[config.mk]
export PLATFORM = sky130hd
export DESIGN_NAME = instr_fetch_unit_flat
export DESIGN_NICKNAME = d
export VERILOG_FILES = /design/src/rtl/instr_fetch_unit_if.sv /design/src/rtl/instr_fetch_unit.sv /design/src/flat_wrapper.sv
export SDC_FILE = /design/constraint.sdc
export NUM_CORES = 1
export LEC_CHECK = 0
export CORE_MARGIN = 3
export CORE_UTILIZATION = 29
export CTS_CLUSTER_SIZE = 28
export DETAILED_ROUTE_END_ITERATION = 7
export PLACE_DENSITY = 0.58
export SETUP_SLACK_MARGIN = 0.1
export SLEW_MARGIN = 40
export SYNTH_ARGS = -nofsm -noshare
export SYNTH_HDL_FRONTEND = slang
export SYNTH_SLANG_ARGS = --single-unit
export TNS_END_PERCENT = 1
[constraint.sdc]
create_clock -name clk -period 3.9 [get_ports clk]
set_input_delay 0.39 -clock clk [delete_from_list [all_inputs] [get_ports clk]]
set_output_delay 0.39 -clock clk [all_outputs]
set_load 0.02 [all_outputs]
[src/rtl/instr_fetch_unit_if.sv]
// Instruction-memory fetch channel: the fetch unit drives req/addr and
// memory answers with a one-cycle ack pulse carrying rdata.
interface instr_fetch_unit_if #(
  parameter int ADDR_W = 32
);
  logic              req;
  logic [ADDR_W-1:0] addr;
  logic              ack;
  logic [31:0]       rdata;

  // fetch unit side
  modport master (output req, addr, input ack, rdata);
  // instruction memory side
  modport slave  (input req, addr, output ack, rdata);
endinterface

[src/rtl/instr_fetch_unit.sv]
// MIPS instruction fetch unit: owns the PC, runs the req/ack fetch handshake
// with imem, and presents the registered instruction plus its decoded fields.
// Handles datapath stall and branch redirect, including redirects that land
// while a fetch is still outstanding.
module instr_fetch_unit #(
  parameter int                ADDR_W   = 32,
  parameter logic [ADDR_W-1:0] RESET_PC = '0
) (
  input  logic                clk,
  input  logic                reset,
  instr_fetch_unit_if.master  imem,
  input  logic                stall,
  input  logic                branch_taken,
  input  logic [ADDR_W-1:0]   branch_target,
  output logic                instr_valid,
  output logic [31:0]         instr,
  output logic [5:0]          op,
  output logic [4:0]          rs,
  output logic [4:0]          rt,
  output logic [4:0]          rd,
  output logic [4:0]          shamt,
  output logic [5:0]          funct,
  output logic [15:0]         imm,
  output logic [ADDR_W-1:0]   pc_plus4
);

  localparam logic [1:0] S_IDLE  = 2'd0;
  localparam logic [1:0] S_FETCH = 2'd1;
  localparam logic [1:0] S_ISSUE = 2'd2;

  // Word alignment: low two address bits are always zero.
  localparam logic [ADDR_W-1:0] ALIGN_MASK = ~ADDR_W'(3);
  localparam logic [ADDR_W-1:0] PC_INIT    = RESET_PC & ALIGN_MASK;

  logic [1:0]        state, state_nxt;
  logic [ADDR_W-1:0] pc, pc_nxt;
  logic [ADDR_W-1:0] pend_pc, pend_pc_nxt;   // redirect target parked while a fetch is in flight
  logic              discard, discard_nxt;   // in-flight fetch belongs to the wrong path
  logic              accept;                 // ack that delivers a live instruction
  logic              retire;                 // current instruction leaves ISSUE
  logic [ADDR_W-1:0] tgt;
  logic [ADDR_W-1:0] pc_inc;

  assign tgt    = branch_target & ALIGN_MASK;
  assign pc_inc = pc + ADDR_W'(4);  // wraps modulo 2^ADDR_W

  // The address must not move while req is up, so a redirect that arrives
  // mid-fetch is parked in pend_pc and applied when the stale ack returns.
  always_comb begin
    state_nxt   = state;
    pc_nxt      = pc;
    pend_pc_nxt = pend_pc;
    discard_nxt = discard;
    accept      = 1'b0;
    retire      = 1'b0;
    case (state)
      S_IDLE: begin
        state_nxt = S_FETCH;
        if (branch_taken) pc_nxt = tgt;
      end
      S_FETCH: begin
        if (imem.ack) begin
          if (discard || branch_taken) begin
            // wrong-path data: drop it and restart at the redirect target
            discard_nxt = 1'b0;
            pc_nxt      = branch_taken ? tgt : pend_pc;
          end else begin
            accept    = 1'b1;
            state_nxt = S_ISSUE;
          end
        end else if (branch_taken) begin
          discard_nxt = 1'b1;
          pend_pc_nxt = tgt;
        end
      end
      S_ISSUE: begin
        // branch beats stall
        if (branch_taken) begin
          pc_nxt    = tgt;
          retire    = 1'b1;
          state_nxt = S_FETCH;
        end else if (!stall) begin
          pc_nxt    = pc_inc;
          retire    = 1'b1;
          state_nxt = S_FETCH;
        end
      end
      default: state_nxt = S_IDLE;
    endcase
  end

  // Control state: FSM, PC, parked redirect.
  always_ff @(posedge clk or posedge reset) begin
    if (reset) begin
      state   <= S_IDLE;
      pc      <= PC_INIT;
      pend_pc <= PC_INIT;
      discard <= 1'b0;
    end else begin
      state   <= state_nxt;
      pc      <= pc_nxt;
      pend_pc <= pend_pc_nxt;
      discard <= discard_nxt;
    end
  end

  // Issue register: captures accepted words, clears to NOP on retire.
  always_ff @(posedge clk or posedge reset) begin
    if (reset) begin
      instr_valid <= 1'b0;
      instr       <= '0;
      pc_plus4    <= PC_INIT + ADDR_W'(4);
    end else if (accept) begin
      instr_valid <= 1'b1;
      instr       <= imem.rdata;
      pc_plus4    <= pc_inc;
    end else if (retire) begin
      instr_valid <= 1'b0;
      instr       <= '0;
    end
  end

  assign imem.req  = (state == S_FETCH);
  assign imem.addr = pc;

  // Fields are plain slices; instr is zero when nothing is live.
  assign op    = instr[31:26];
  assign rs    = instr[25:21];
  assign rt    = instr[20:16];
  assign rd    = instr[15:11];
  assign shamt = instr[10:6];
  assign funct = instr[5:0];
  assign imm   = instr[15:0];

endmodule

[src/flat_wrapper.sv]
// flat-port wrapper written by rule: the top's interface ports become plain ports
module instr_fetch_unit_flat 
#(
  parameter int                ADDR_W   = 32,
  parameter logic [ADDR_W-1:0] RESET_PC = '0
)
  (clk, reset, stall, branch_taken, branch_target, instr_valid, instr, op, rs, rt, rd, shamt, funct, imm, pc_plus4, imem_req, imem_addr, imem_ack, imem_rdata);
  instr_fetch_unit_if #(.ADDR_W(ADDR_W)) imem_i ();
  input  logic clk;
  input  logic reset;
  input  logic stall;
  input  logic branch_taken;
  input  logic [ADDR_W-1:0] branch_target;
  output logic instr_valid;
  output logic [31:0] instr;
  output logic [5:0] op;
  output logic [4:0] rs;
  output logic [4:0] rt;
  output logic [4:0] rd;
  output logic [4:0] shamt;
  output logic [5:0] funct;
  output logic [15:0] imm;
  output logic [ADDR_W-1:0] pc_plus4;
  output wire logic [$bits(imem_i.req)-1:0] imem_req;
  output wire logic [$bits(imem_i.addr)-1:0] imem_addr;
  input wire logic [$bits(imem_i.ack)-1:0] imem_ack;
  input wire logic [$bits(imem_i.rdata)-1:0] imem_rdata;
  assign imem_req = imem_i.req;
  assign imem_addr = imem_i.addr;
  assign imem_i.ack = imem_ack;
  assign imem_i.rdata = imem_rdata;
  instr_fetch_unit #(.ADDR_W(ADDR_W), .RESET_PC(RESET_PC)) u_core (.clk(clk), .reset(reset), .imem(imem_i), .stall(stall), .branch_taken(branch_taken), .branch_target(branch_target), .instr_valid(instr_valid), .instr(instr), .op(op), .rs(rs), .rt(rt), .rd(rd), .shamt(shamt), .funct(funct), .imm(imm), .pc_plus4(pc_plus4));
endmodule
# After elaboration in Yosys (flattened, before gate mapping)
# Cells that the tools add are included.
[word_totals]
ff_bits = 132
input_bits = 69
out_inout_bits = 146
elab_cells = 51
[op_classes]
add_sub_neg = 1
eq_ne = 8
n_mux = 25
bitwise_logic = 1
reduce_logical = 9
[ops]
columns = ["op", "count"]
rows = [
  ["$mux 32", 8],
  ["$pmux 32 s3", 1],
  ["$add 32x3->32 const B", 1],
  ["$mux 1", 11],
  ["$mux 2", 4],
  ["$ne 2x1->1 const B", 3],
  ["$pmux 2 s3", 1],
  ["$reduce_and 3->1", 2],
  ["$reduce_and 5->1", 1],
  ["$ne 2x2->1 const B", 2],
  ["$reduce_bool 2->1", 2],
  ["$ne 3x3->1 const B", 1],
  ["$reduce_bool 3->1", 1],
  ["$eq 2x1->1 const B", 1],
  ["$eq 2x2->1 const B", 1],
  ["$logic_not 2->1", 1],
  ["$reduce_and 2->1", 1],
  ["$logic_or 1x1->1", 1],
  ["$not 1->1", 1],
]

# Depth between registers and ports, before layout
# Gate-level depths: netlist (run 1).
[depth]
depth_word = 5
mapped_depth = 10
depth_no_buf = 7

# Least setup slack after synthesis (run 1)
# No wires, ideal clock.
[synth_path]
path_kind = "register -> register"
start = "register u_core.state[1]"
end = "register u_core.pc_plus4[10]"
setup_ns = 0.137
arrival_time_ns = 2.227
required_ns = 3.763
path_slack_ns = 1.536
path_stages_with_launch = 10
n_path_buf = 4
synth_period_minus_slack_ns = 2.364
cell_sequence = "dfrtp_1 inv_1 ha_1 clkbuf_1 inv_1 buf_2 nor3_1 clkbuf_1 clkbuf_1 a21oi_1"
[synth_via]
elab_chain_cells = 2
[synth_rtl]
columns = ["item", "line", "text"]
rows = [
  ["start, declared", "instr_fetch_unit.sv:35", "logic [1:0] state, state_nxt;"],
  ["start signal, assigned", "instr_fetch_unit.sv:100", "state <= state_nxt;"],
  ["$eq 2x1->1", "-", ""],
  ["named net imem_req", "flat_wrapper.sv:24", "output wire logic [$bits(imem_i.req)-1:0] imem_req;"],
  ["$mux 1", "instr_fetch_unit.sv:56", "case (state)"],
  ["end signal, assigned", "instr_fetch_unit.sv:112", "pc_plus4 <= PC_INIT + ADDR_W'(4);"],
  ["end signal, assigned", "instr_fetch_unit.sv:116", "pc_plus4 <= pc_inc;"],
  ["end, declared", "instr_fetch_unit.sv:24", "output logic [ADDR_W-1:0] pc_plus4"],
]
# The timed path passes the listed nets, and every way through them passes these cells.
# A chain may end at the register's enable or synchronous reset.

# Worst setup path after layout (run 1)
[layout_path]
start = "register u_core.pc[2] (netlist: u_core.imem.addr[2])"
end = "register u_core.pc[30] (netlist: u_core.imem.addr[30])"
[layout_via]
elab_chain_cells = 4
[layout_rtl]
columns = ["item", "line", "text"]
rows = [
  ["start, declared", "instr_fetch_unit.sv:36", "logic [ADDR_W-1:0] pc, pc_nxt;"],
  ["start signal, assigned", "instr_fetch_unit.sv:101", "pc <= pc_nxt;"],
  ["$add 32x3->32", "instr_fetch_unit.sv:45", "assign pc_inc = pc + ADDR_W'(4);"],
  ["$mux 32", "instr_fetch_unit.sv:82", "end else if (!stall) begin"],
  ["$mux 32", "instr_fetch_unit.sv:78", "if (branch_taken) begin"],
  ["$pmux 32 s3", "instr_fetch_unit.sv:56", ""],
]
# Every way passes these cells. The select of a mux whose other input is x is not followed.

==> impl_metrics.toml, run 1 <==
[die]
row_count = 56
die_h_um = 161.0
die_area_sq_um = 25910
core_area_sq_um = 23540
io_pins = 215
die_width_um = 161.0
floorplan.initialDensity_pct = 29.58

[synth]
synth-compound-area-share_pct = 20.68
synth_simple_gate_area_share_pct = 13.53
synth_flop_cell = "dfrtp_1"
synth_edf_count = 0
syn_area_per_cell_sq_um = 10.01
synth_cell_types = 62
netlist_area_sq_um = 6964
synth_top_family_by_area = "compound AO/OA/AOI/OAI gates"
synth_mux_area_share_pct = 5.336
ys_ff_latch = 132
netlist_instances = 696
postSynthNetCount = 770
yosysWarnings = 0
postSynth.asyncResetShare_pct = 100.0
synth_fa_ha_area_share_pct = 0.8983
yosysSeqAreaShare_pct = 47.45
synth_xor_area_share_pct = 3.018

[placement]
postPlaceCellArea_sq_um = 9105
post-dp-hpwl_um = 16380
gp_congestion = 0.7954
numPlacedInstances = 1147
port_buffers = 212

[finish]
fin_area_sq_um = 9671
drive_gt1_share_pct = 12.09
finalNetCount = 921
antennaDiodeCount = 0
area_growth_pct = 38.86
layoutNonFillerInstCount = 1179

[run_status]
outcome = "finished clean"

[cts]
numCtsBuffers = 17
clk_latency_ps = 420
cts_hold_buf = 0
clockRootBuffer = "clkbuf_16"
htreeDepth = 4
path_clk_slew_ps = 60
cts-resized-gates = 0
cts_setup_buffers = 0
cts_sinks = 132
tritoncts = "built"
max-clock-path-buffers = 2

[global_route]
grt_max_degree = 91
grt_usage_pct = 17.03
gr-total-overflow = 0
antenna_found_initial = 0
grt_pass1_wl_um = 34560
grt_pass1_vias = 5792

[route]
wire_per_inst_um = 19.11
post-route-drc-count = 0
ant_nets = 0
via_per_inst = 5.092
dr.pass1.iters = 5
vias = 6003
drt_wl_total_um = 22530
first_iter_violations = 393

[setup_path]
crit_family = "simple AND/OR/NAND/NOR gates"
crit_chain = "ha_1 > nand3_2 > nor4_2 > nand4b_1 > a21o_1 > a22o_1"
crit_slowest_cell = "nor4_2"
r2r_slack_ps = 1110
crit_buf_inv = 0
crit_arrival_ps = 3080
cp_max_fo = 10
cp-end-kind = "register"
start_kind = "register"
required_ps = 4190
criticalPathCategory = "register to register"
worst_path_largest_cell_delay_ps = 740

[timing]
fin_setup_tns_ps = 0
drv_slew = 0
min_period_ps = 2786
grt_setup_unrepaired = "false"
skew_ps = 10.77
relSlewSlack_pct = 45.85
period_share_pct = 71.44
setup_violations = 0
worst_pin_slew_ps = 806.0
finalHoldViolations = 0
hold_ws_ps = 414.9
max_freq_mhz = 358.9

[worst_hold_path]
hold_path_class = "primary input to async pin"

[pwr]
ir_drop_mv = 0.3009
p_leak_nw = 3.882
pwr_density_cell_nw_per_um2 = 926.6
power_w = 0.008961

[run]
cap_violations = 0
==> logic make-up (layout without fill, tap and decap cells) <==
family          after synthesis  after routing
compound gates              215            215
simple gates                174            174
flops                       132            132
buf+inv                     113            277
mux                          33             33
xor+xnor                     24             24
fa+ha+maj                     5              5
==> final cells by class <==
| type | instances | area (sq um) |
|---|---|---|
| fill | 2306 | 13870 |
| sequential | 132 | 3304 |
| multi-input combinational | 451 | 3055 |
| timing repair buffer | 231 | 2290 |
| clock buffer | 18 | 439.2 |
| tap | 319 | 399.1 |
| clock inverter | 14 | 126.4 |
| inverter | 14 | 56.30 |
==> state kept, by name (all words and copies together) (netlist names) <==
register	flops
u_core.imem.addr	32
u_core.instr	32
u_core.pc_plus4	32
u_core.pend_pc	32
u_core.state	2
u_core.discard	1
u_core.instr_valid	1
==> routing by layer <==
layer	global-route usage [%]	up-vias	wire [um]	share of wire (%)
li1	-	2800	-	-
met1	22.06	2946	9940	44
met2	27.50	227	10510	47
met3	5.030	30	1624	7.2
met4	5.358	0	459	2.0
met5	0	-	0	0
==> synthesized netlist by cell type (13+ instances only) <==
cell type / number / area (sq um)
dfrtp_1: 131 / 3278
nor2_1: 58 / 217.7
o21ai_0: 53 / 265.3
a21oi_1: 52 / 260.3
buf_4: 51 / 382.9
nand2_1: 42 / 157.7
a22o_1: 40 / 350.3
clkbuf_1: 36 / 135.1
mux2_2: 33 / 371.6
xnor2_1: 17 / 148.9
inv_1: 13 / 48.80
nand3_1: 13 / 65.06
==> worst paths after layout <==
kind / start / endpoint / cells past startpoint
max in group asynchronous: reset / u_core.instr[29] / 3
worst min register to register: u_core.pend_pc[0] / u_core.pend_pc[0] / 1
worst max-delay path: u_core.imem.addr[2] / u_core.imem.addr[30] / 6
min in group clk: u_core.pend_pc[0] / u_core.pend_pc[0] / 1
worst min-delay path: reset / u_core.pc_plus4[14] / 2
worst max register to register: u_core.imem.addr[2] / u_core.imem.addr[30] / 6
==> through the flow <==
step                setup slack, ps  utilization, %
floorplan                      1536               -
global placement              894.3           38.66
detailed placement            883.9           38.67
CTS                            1109           41.08
global route                  894.3           41.08
finish                         1114           41.08
==> placed cells by master, fill, tap and decap left out, types with 5 or more instances in the layout <==
master,n
inv_6,5
inv_1,12
mux2_2,33
xor2_1,7
o21ai_0,53
and2_1,5
a21oi_1,51
a22oi_1,8
a21o_1,6
o2bb2ai_1,8
dfrtp_1,131
clkdlybuf4s50_1,212
buf_4,17
nor3_1,10
clkbuf_16,17
a31oi_1,8
nand2_1,42
a22o_1,40
nand4_1,6
nor2_1,58
nand3_1,13
xnor2_1,17
==> report_power, final <==
| part | switching (W) | internal [W] |
|---|---|---|
| clock network | 0.000644 | 0.000900 |
| logic | 0.00253 | 0.00218 |
| registers | 0.000671 | 0.00203 |
| total | 0.00385 | 0.00511 |
Power figures use the tool's default switching activity.
==> inputs of run 2 (changes only) <==
--- a/config.mk
+++ b/config.mk
@@ -9,7 +9,7 @@
 export CORE_UTILIZATION = 29
 export CTS_CLUSTER_SIZE = 28
 export DETAILED_ROUTE_END_ITERATION = 7
-export PLACE_DENSITY = 0.58
+export PLACE_DENSITY = 0.56
 export SETUP_SLACK_MARGIN = 0.1
 export SLEW_MARGIN = 40
 export SYNTH_ARGS = -nofsm -noshare
==> constraint.sdc (replaced) <==
create_clock -name clk -period 2.7 [get_ports clk]
set_input_delay 0.27 -clock clk [delete_from_list [all_inputs] [get_ports clk]]
set_output_delay 0.27 -clock clk [all_outputs]
set_load 0.02 [all_outputs]
==> impl_metrics.toml, run 2 (synthesis gave the netlist of run 1 again) <==
[run_status]
outcome = "finished clean"

[cts]
cts_setup_buffers = 0
clockRootBuffer = "clkbuf_16"
numCtsBuffers = 17
clk_latency_ps = 420
max-clock-path-buffers = 2
cts_hold_buf = 0
cts_sinks = 132
tritoncts = "built"
path_clk_slew_ps = 60
cts-resized-gates = 0
htreeDepth = 4

[timing]
max_freq_mhz = 410.5
setup_violations = 0
grt_setup_unrepaired = "false"
relSlewSlack_pct = 61.48
layout_setup_ws_ps = 264.2
min_period_ps = 2436
fin_setup_tns_ps = 0
skew_ps = 10.12
period_share_pct = 90.22
worst_pin_slew_ps = 573.3
finalHoldViolations = 0
drv_slew = 0

[run]
cap_violations = 0

[die]
die_h_um = 161.0
die_width_um = 161.0
core_area_sq_um = 23540
die_area_sq_um = 25910
floorplan.initialDensity_pct = 29.58
io_pins = 215
row_count = 56

[setup_path]
cp_max_fo = 14
criticalPathCategory = "register to output port"
start_kind = "register"
crit_arrival_ps = 2170
cp-end-kind = "output port"
required_ps = 2430

[finish]
drive_gt1_share_pct = 13.47
area_growth_pct = 42.15
antennaDiodeCount = 0
final_common_cell = "clkdlybuf4s50_1"
final_cell_mix = "clkdlybuf4s50_1 (212), dfrtp_1 (131), nor2_1 (58)"
finalNetCount = 937
fin_area_sq_um = 9899

[pwr]
ir_drop_mv = 0.3685
p_leak_nw = 4.005
pwr_density_cell_nw_per_um2 = 1348

[route]
via_per_inst = 4.997
post-route-drc-count = 0
dr.pass1.iters = 7
drt_wl_total_um = 22740
first_iter_violations = 389
ant_nets = 0
wire_per_inst_um = 19.03
vias = 5972

[global_route]
grt_usage_pct = 17.68
grt_pass1_vias = 6022
grt_pass1_wl_um = 35720
antenna_found_initial = 1
grt_max_degree = 91
gr-total-overflow = 0

[placement]
pre_cts_slack_ps = 235.8
post-dp-hpwl_um = 16660
postPlaceCellArea_sq_um = 9240
port_buffers = 212
gp_congestion = 0.8030

[worst_hold_path]
hold_path_class = "primary input to async pin"
[run 2: cell count changes in the layout (fill, tap and decap cells not counted)]
cell       before  now
bufinv_16       1    4
clkbuf_1        0    1
clkinv_4        2    3
ha_2            1    0
buf_12          2    5
clkinv_2        4    0
buf_4          17   30
inv_6           5    4
ha_1            4    5
[run 2: critical path: stages (launching register included)]
cell	delay [ps]
dfrtp_1	400
inv_1	120
ha_1	300
buf_4	280
clkdlybuf4s50_1	650
[run 2: power by group]
group / total (W) / switching, W / internal (W)
clock network: 0.00251 / 0.000927 / 0.00159
registers: 0.00384 / 0.000908 / 0.00293
logic: 0.00699 / 0.00375 / 0.00323
total: 0.0133 / 0.00559 / 0.00775
[run 2: per-stage QoR]
step | cells | total power [W] | hold slack, ps | util (%)
global placement | 1162 | 0.01082 | 465.6 | 39.25
floorplan | 696 | 0.007937 | 359.9 | -
finish | 1195 | 0.01334 | 162.1 | 42.05
CTS | 1194 | 0.01349 | 366.4 | 41.96
global route | 1195 | 0.01418 | 157.7 | 42.05
detailed placement | 1162 | 0.01090 | 474.4 | 39.25
[run 2: final timing paths]
path                                         from             endpoint  slack, ps  cells after the start
max in group asynchronous                   reset   u_core.pend_pc[18]       1900                      4
worst min-delay path                        reset   u_core.pc_plus4[4]        160                      2
min in group clk                   imem_rdata[22]     u_core.instr[22]        460                      2
worst max register to register    u_core.state[1]  u_core.pc_plus4[22]        330                      8
worst min register to register  u_core.pend_pc[1]    u_core.pend_pc[1]        480                      1
worst max-delay path              u_core.state[1]             imem_req        260                      4
[run 2: cell type report]
class	count	area [sq um]
Multi-Input combinational cell	451	3053
Clock buffer	19	442.9
Fill cell	2343	13640
Sequential cell	132	3304
Tap cell	319	399.1
Inverter	14	56.30
Clock inverter	13	196.4
Timing Repair Buffer	247	2447
[run 2: metal layers]
layer	vias to the layer above	wire, um	GRT usage [%]	part of all wire, %
met5	-	20	0	0.088
met4	2	136	4.224	0.60
met3	13	1624	5.055	7.1
met2	224	10870	28.67	48
met1	2903	10100	23.46	44
li1	2830	-	-	-
==> inputs of run 3 (changes only) <==
--- a/config.mk
+++ b/config.mk
@@ -5,7 +5,7 @@
 export SDC_FILE = /design/constraint.sdc
 export NUM_CORES = 1
 export LEC_CHECK = 0
-export CORE_MARGIN = 3
+export CORE_MARGIN = 2
 export CORE_UTILIZATION = 29
 export CTS_CLUSTER_SIZE = 28
 export DETAILED_ROUTE_END_ITERATION = 7
==> impl_metrics.toml, run 3 (synthesis gave the netlist of run 1 again) <==
[run_status]
outcome = "finished clean"

[pwr]
combPwrFrac_pct = 53.3
ir_drop_mv = 0.4049
pwr_density_cell_nw_per_um2 = 1335
swShare_pct = 42.19
p_leak_nw = 3.992
intPower_w = 0.007610
seqPwrFrac_pct = 29.1
netSwitchingPower_w = 0.005553
clockPowerShare_pct = 17.6

[worst_hold_path]
hold_path_class = "primary input to async pin"

[finish]
layoutNonFillerInstCount = 1198
fin_area_sq_um = 9862
drive_gt1_share_pct = 13.88
regArea_sq_um = 3304
final_cell_mix = "clkdlybuf4s50_1 (212), dfrtp_1 (131), nor2_1 (58)"
fillers = 2334
multi_input_area_sq_um = 3053
antennaDiodeCount = 0
finalNetCount = 940
final_common_cell = "clkdlybuf4s50_1"
area_growth_pct = 41.61

[cts]
clockRootBuffer = "clkbuf_16"
cts_setup_buffers = 0
max-clock-path-buffers = 2
cts_hold_buf = 0
path_clk_slew_ps = 60
cts_sinks = 132
htreeDepth = 4
cts-resized-gates = 0
tritoncts = "built"
numCtsBuffers = 17
clk_latency_ps = 420

[global_route]
antenna_found_initial = 0
grt_pass1_vias = 5807
grt_pass1_wl_um = 34750
gr-total-overflow = 0
grt_usage_pct = 17.46
grt_max_degree = 91

[die]
io_pins = 215
die_h_um = 159.0
die_width_um = 159.0
core_area_sq_um = 23540
row_count = 56
die_area_sq_um = 25270
floorplan.initialDensity_pct = 29.58

[route]
first_iter_violations = 349
wire_per_inst_um = 18.34
post-route-drc-count = 0
ant_nets = 0
dr.pass1.iters = 5
vias = 5925
via_per_inst = 4.946
drt_wl_total_um = 21970

[setup_path]
criticalPathCategory = "register to register"
cp_max_fo = 8
start_kind = "register"
required_ps = 2990
cp-end-kind = "register"
crit_arrival_ps = 2670

[timing]
setup_violations = 0
worst_pin_slew_ps = 558.1
relSlewSlack_pct = 62.51
finalHoldViolations = 0
hold_ws_ps = 245.2
fin_setup_tns_ps = 0
layout_setup_ws_ps = 318.2
drv_slew = 0
max_freq_mhz = 419.8
grt_setup_unrepaired = "false"
skew_ps = 11.08
period_share_pct = 88.22
min_period_ps = 2382

[run]
cap_violations = 0

[placement]
postPlaceCellArea_sq_um = 9270
pre_cts_slack_ps = 347.0
numPlacedInstances = 1166
gp_congestion = 0.7930
post-dp-hpwl_um = 16310
port_buffers = 212
[run 3: worst paths after layout]
path / startpoint / endpoint / slack, ps / cells past startpoint
min in group clk: imem_rdata[7] / u_core.instr[7] / 460 / 2
setup reg to reg: u_core.imem.addr[2] / u_core.imem.addr[26] / 320 / 6
hold / removal: reset / u_core.pc_plus4[7] / 250 / 2
max in group asynchronous: reset / u_core.instr[13] / 1700 / 3
hold reg to reg: u_core.pend_pc[1] / u_core.pend_pc[1] / 490 / 1
setup / recovery: u_core.imem.addr[2] / u_core.imem.addr[26] / 320 / 6
[run 3: layer usage]
layer | global-route usage, % | wire length (um)
met3 | 3.985 | 1386
met2 | 28.48 | 10260
met4 | 4.835 | 248
met5 | 0 | 0
met1 | 23.38 | 10080
[run 3: layout make-up]
type	count	area share, %
sequential	132	33.51
tap	319	4.047
timing repair buffer	250	24.92
multi-input combinational	451	30.96
inverter	14	0.5709
clock inverter	14	1.548
clock buffer	18	4.453
[run 3: power groups by stage]
stage	combinational, W	clock [W]	sequential [W]
finish	0.00701	0.00231	0.00384
floorplan	0.00347	0	0.00447
global placement	0.00700	0	0.00385
CTS	0.00708	0.00238	0.00384
global route	0.00753	0.00246	0.00398
detailed placement	0.00705	0	0.00387
[run 3: metrics by stage]
| step | power (W) | util, % |
|---|---|---|
| after floorplan | 0.007937 | - |
| after global placement | 0.01085 | 39.38 |
| after detailed placement | 0.01092 | 39.38 |
| after CTS | 0.01329 | 41.89 |
| after global routing | 0.01397 | 41.89 |
| final | 0.01316 | 41.89 |
[run 3: worst max-delay path: stages, from the launching register on]
cell     delay (ps)
dfrtp_1         540
ha_1            260
nand3_2         130
or4_1           660
nor3_2          260
a31oi_1         120
o32a_1          290
==> RTL change 1 (config.mk and constraints of run 3) <==
Make the reset (`reset`) synchronous in 2 clocked blocks.
--- a/src/rtl/instr_fetch_unit.sv
+++ b/src/rtl/instr_fetch_unit.sv
@@ -90,7 +90,7 @@
   end
 
   // Control state: FSM, PC, parked redirect.
-  always_ff @(posedge clk or posedge reset) begin
+  always_ff @(posedge clk) begin
     if (reset) begin
       state   <= S_IDLE;
       pc      <= PC_INIT;
@@ -105,7 +105,7 @@
   end
 
   // Issue register: captures accepted words, clears to NOP on retire.
-  always_ff @(posedge clk or posedge reset) begin
+  always_ff @(posedge clk) begin
     if (reset) begin
       instr_valid <= 1'b0;
       instr       <= '0;
Behaviour: differs if reset is asserted again (counterexample within 4 cycles, from zero or initial values and one cycle with reset high); with reset held inactive, the same outputs for 4 cycles.
==> RTL change 1 against run 3 <==
- final cell count increased by 12%
- clock skew decreased by 4.3 ps
- worst setup slack improved by 24 ps
- utilization increased by 0.28 points
- area after synthesis decreased by 2.8%
- routed wire length increased by 6.2%
- first-iteration DRC count increased by 60%
- critical path depth increased by 2
- count of clock-buffer cells in the layout increased by 2
- sequential cell count unchanged
- cell area decreased by 2.6%
- critical path type unchanged
- largest cell class is now multi-input combinational cells
Power is not compared: it rests on default switching activity, and its combinational part moved more than twofold at a synthesized area within 25%.
==> RTL change 1: results (changes against run 3) <==
Place
  – Pre-CTS setup slack: 109 ps (was 347 ps)
  – Post-DP HPWL: 17.1 mm (was 16.3 mm)

Cells and area
  – Comb_multi_in: 595 (was 451)
  – Layout Nets: 1086 (was 940)
  – Area delta synth->final: 41.9% (was 41.6%)
  – Share of cells above drive strength 1: 8.59% (was 13.9%)
  – Layout non-clock buf frac: 25.4% (was 24.9%)
  – Finished Layout Cells: 1338 (was 1198)
  – Clk tree area frac: 6.62% (was 6.00%)
  – Fraction of area in multi-input gates: 35.6% (was 31.0%)
  – # fillers: 2287 (was 2334)

Yosys
  – Synth Net Count: 937 (was 770)
  – Sequential share of the synthesized area: 39.0% (was 47.4%)
  – Synth Area in XOR/XNOR: 3.36% (was 3.02%)
  – Synth Area in Compound Gates: 23.7% (was 20.7%)
  – Synth Area in Adders: 0.924% (was 0.898%)
  – Syn Std Cell Area: 6770 µm² (was 6960 µm²)
  – Gate Count Post-Synth: 863 (was 696)
  – Multiplexer area fraction after synthesis: 0.776% (was 5.34%)

Drt
  – Final WL: 23.3 mm (was 22.0 mm)
  – Met3 WL: 1.29 mm (was 1.39 mm)
  – Starting DRT DRC Count: 559 (was 349)
  – Met2 wire length: 10.9 mm (was 10.3 mm)
  – Vias per inst: 4.99 (was 4.95)
  – M1 wire length: 10.9 mm (was 10.1 mm)

Worst setup path
  – CP max FO: 17 (was 8)
  – Arrival @ worst endpoint: 2720 ps (was 2670 ps)

Global route
  – Grt met3 use: 3.18% (was 3.99%)

STA
  – Clock Skews: 6.73 ps (was 11.1 ps)

Min path
  – Hold crit path type: input pin to flop (was input pin to async pin)

Outcome
  – Run status: finished clean (unchanged)
## RTL change 1: changes by cell type after synthesis, sizes merged, moves of 26 or more
| cell | delta |
|---|---|
| dfrtp | -131 |
| mux2 | -31 |
| a21oi | +48 |
| nand3 | +42 |
| nand2 | +87 |
| dfxtp | +132 |
| a22o | -26 |
## RTL change 1: worst paths after layout
path,cells after the start,to,slack [ps],from
setup reg to reg,8,u_core.imem.addr[25]$_SDFFE_PP0P_,340,u_core.state[0]$_SDFFE_PP0P_
hold reg to reg,2,u_core.pend_pc[29]$_SDFFE_PP0P_,450,u_core.pend_pc[29]$_SDFFE_PP0P_
setup / recovery,8,u_core.imem.addr[25]$_SDFFE_PP0P_,340,u_core.state[0]$_SDFFE_PP0P_
hold / removal,2,u_core.pend_pc[6]$_SDFFE_PP0P_,320,reset
## RTL change 1: worst max-delay path, delay by kind of cell, from the launching register on
family,cells,cell delay (ps)
compound gates,2,670
fa+ha+maj,1,210
buf+inv,2,340
flops,1,380
simple gates,3,690
==> RTL change 2 (flow settings as in run 3) <==
Made on the original files. `ADDR_W` is set to 32 in 3 places; all go to 64.
--- a/src/rtl/instr_fetch_unit_if.sv
+++ b/src/rtl/instr_fetch_unit_if.sv
@@ -1,7 +1,7 @@
 // Instruction-memory fetch channel: the fetch unit drives req/addr and
 // memory answers with a one-cycle ack pulse carrying rdata.
 interface instr_fetch_unit_if #(
-  parameter int ADDR_W = 32
+  parameter int ADDR_W = 64
 );
   logic              req;
   logic [ADDR_W-1:0] addr;
--- a/src/rtl/instr_fetch_unit.sv
+++ b/src/rtl/instr_fetch_unit.sv
@@ -3,7 +3,7 @@
 // Handles datapath stall and branch redirect, including redirects that land
 // while a fetch is still outstanding.
 module instr_fetch_unit #(
-  parameter int                ADDR_W   = 32,
+  parameter int                ADDR_W   = 64,
   parameter logic [ADDR_W-1:0] RESET_PC = '0
 ) (
   input  logic                clk,
--- a/src/flat_wrapper.sv
+++ b/src/flat_wrapper.sv
@@ -1,7 +1,7 @@
 // flat-port wrapper written by rule: the top's interface ports become plain ports
 module instr_fetch_unit_flat 
 #(
-  parameter int                ADDR_W   = 32,
+  parameter int                ADDR_W   = 64,
   parameter logic [ADDR_W-1:0] RESET_PC = '0
 )
   (clk, reset, stall, branch_taken, branch_target, instr_valid, instr, op, rs, rt, rd, shamt, funct, imm, pc_plus4, imem_req, imem_addr, imem_ack, imem_rdata);
Ports: changed (resized branch_target, imem_addr and pc_plus4); port bits go from 215 to 311. No check against the original RTL was run, so the function may have changed too.
==> RTL change 2 against run 3 <==
- area after synthesis grew 63%
- total power grew 62%
- routed wire length grew 80%
- sequential share of layout area grew 1.8 points
- sequential cell count grew 96
- non-clock buffer count grew 139
- cell area grew 64%
- worst setup slack lost 160 ps
==> RTL change 2: results (changes against run 3) <==
Yosys
  – Gate Count Post-Synth: 1157 (was 696)
  – Multiplexer area fraction after synthesis: 6.86% (was 5.34%)
  – Sequential share of the synthesized area: 50.4% (was 47.4%)
  – Synth top area cells: dfrtp_1, mux2_2, o21ai_0 (was dfrtp_1, buf_4, mux2_2)
  – Ys async rst share: 100% (unchanged)
  – Synth Net Count: 1263 (was 770)
  – Unique cell type count in the Yosys netlist: 56 (was 62)
  – Synth Area in Adders: 0.553% (was 0.898%)
  – Synth Area in Compound Gates: 16.2% (was 20.7%)
  – Synth Area in XOR/XNOR: 4.49% (was 3.02%)
  – Post-synth top cells: dfrtp_1, nand2_1, nor2_1 (was dfrtp_1, nor2_1, o21ai_0)
  – Most used DFF post-synth: dfrtp_1 (unchanged)

Place
  – Post-DP HPWL: 27.8 mm (was 16.3 mm)
  – Routability cong.: 0.816 (was 0.793)
  – Pre-CTS setup slack: -13.6 ps (was 347 ps)
  – IO Port Bufs: 308 (was 212)
  – Placed cell count: 1936 (was 1166)

Worst setup path
  – Slowest cell on crit path: or3_1 (was or4_1)
  – Arrival @ worst endpoint: 3000 ps (was 2670 ps)
  – Reg2Reg Setup Slack: 160 ps (was 320 ps)
  – Startpoint Class: flop (unchanged)
  – RR Endpoint: u_core.imem.addr[58]$_DFFE_PP0P_ (was u_core.imem.addr[26]$_DFFE_PP0P_)
  – CP peak stage delay: 420 ps (was 660 ps)
  – Reg2reg path depth: 10 (was 6)
  – CP max FO: 6 (was 8)

Power and ir drop
  – Leakage: 0.00652 µW (was 0.00399 µW)
  – Maximum vdd drop: 0.666 mV (was 0.405 mV)

Clocking
  – Worst skew pair latency: 570 ps (was 420 ps)
  – Clk buf depth: 3 (was 2)
  – CTS Buf Count: 27 (was 17)
  – Reg clk slew, reported paths: 60 ps (about the same)
  – H-tree depth: 1 (was 4)

Drt
  – DR vias: 9947 (was 5925)
  – Final WL: 39.6 mm (was 22.0 mm)
  – Starting DRT DRC Count: 577 (was 349)
  – DR pass1 iterations: 5 (unchanged)
  – Routed length per placed instance: 19.9 µm (was 18.3 µm)

Cells and area
  – Layout Nets: 1554 (was 940)
  – # fillers: 3806 (was 2334)
  – Share of cells above drive strength 1: 14.6% (was 13.9%)

Global route
  – Tot GR Track Use: 19.0% (was 17.5%)
  – First-pass GRT wire length: 60.5 mm (was 34.7 mm)
  – Initial antenna violation count: 3 (was 0)
  – Largest net degree at the start of global routing: 86 (was 91)
  – Vias in the first global route: 9673 (was 5807)

STA
  – Clock Skews: 37.2 ps (was 11.1 ps)
  – Worst-Margin Slew: 656 ps (was 558 ps)
  – Hold slack: 192 ps (was 245 ps)

Outcome
  – Run status: finished clean (unchanged)
==> RTL change 2: cells by family after synthesis <==
family,count (synthesis)
simple gates,362
xor+xnor,58
buf+inv,144
compound gates,291
flops,228
fa+ha+maj,5
mux,69
==> RTL change 2: worst max path at each step <==
stage	end	slack, ps	depth (start not counted)
2_1_floorplan	u_core.discard$_DFFE_PP0P_	-550	1
3_3_place_gp	u_core.imem.addr[58]$_DFFE_PP0P_	-40	9
3_5_place_dp	u_core.imem.addr[58]$_DFFE_PP0P_	-10	9
4_1_cts	u_core.imem.addr[58]$_DFFE_PP0P_	120	10
5_1_grt	u_core.imem.addr[57]$_DFFE_PP0P_	60	6
6_report	u_core.imem.addr[58]$_DFFE_PP0P_	160	10
==> RTL change 2: cell type report <==
type | instances | area, µm² | share of cell area, %
sequential | 228 | 5710 | 35.3
multi-input combinational | 785 | 4970 | 30.8
timing repair buffer | 389 | 3810 | 23.6
clock buffer | 38 | 737 | 4.56
tap | 518 | 648 | 4.01
clock inverter | 12 | 203 | 1.26
inverter | 17 | 67.6 | 0.418
antenna | 1 | 2.50 | 0.0155
==> RTL change 2: through the flow <==
stage          instance area, µm²  TNS (ps)
6_report                    16100         0
5_1_grt                     16100         0
4_1_cts                     16100         0
3_5_place_dp                15200     -13.6
3_3_place_gp                15100     -42.8
2_1_floorplan               11300   -124660
==> RTL change 2: metal layers <==
| metal | part of all wire, % | vias to the layer above | GRT usage, % |
|---|---|---|---|
| met2 | 47 | 327 | 30.8 |
| met5 | 0.068 | - | 0 |
| li1 | - | 4709 | - |
| met4 | 1.6 | 4 | 4.52 |
| met3 | 6.7 | 45 | 4.37 |
| met1 | 44 | 4862 | 25.8 |
==> RTL change 2: what timing repair did <==
action,4_1_cts,5_1_grt
setup endpoints to repair,10,19
resized for setup,1,5
gates cloned,0,0
setup buffers,1,0
==> RTL change 2: power breakdown <==
part / internal (µW) / switching [µW] / total (µW)
clock: 2390 / 1540 / 3930
combinational: 5060 / 5960 / 11000
sequential: 5100 / 1320 / 6430
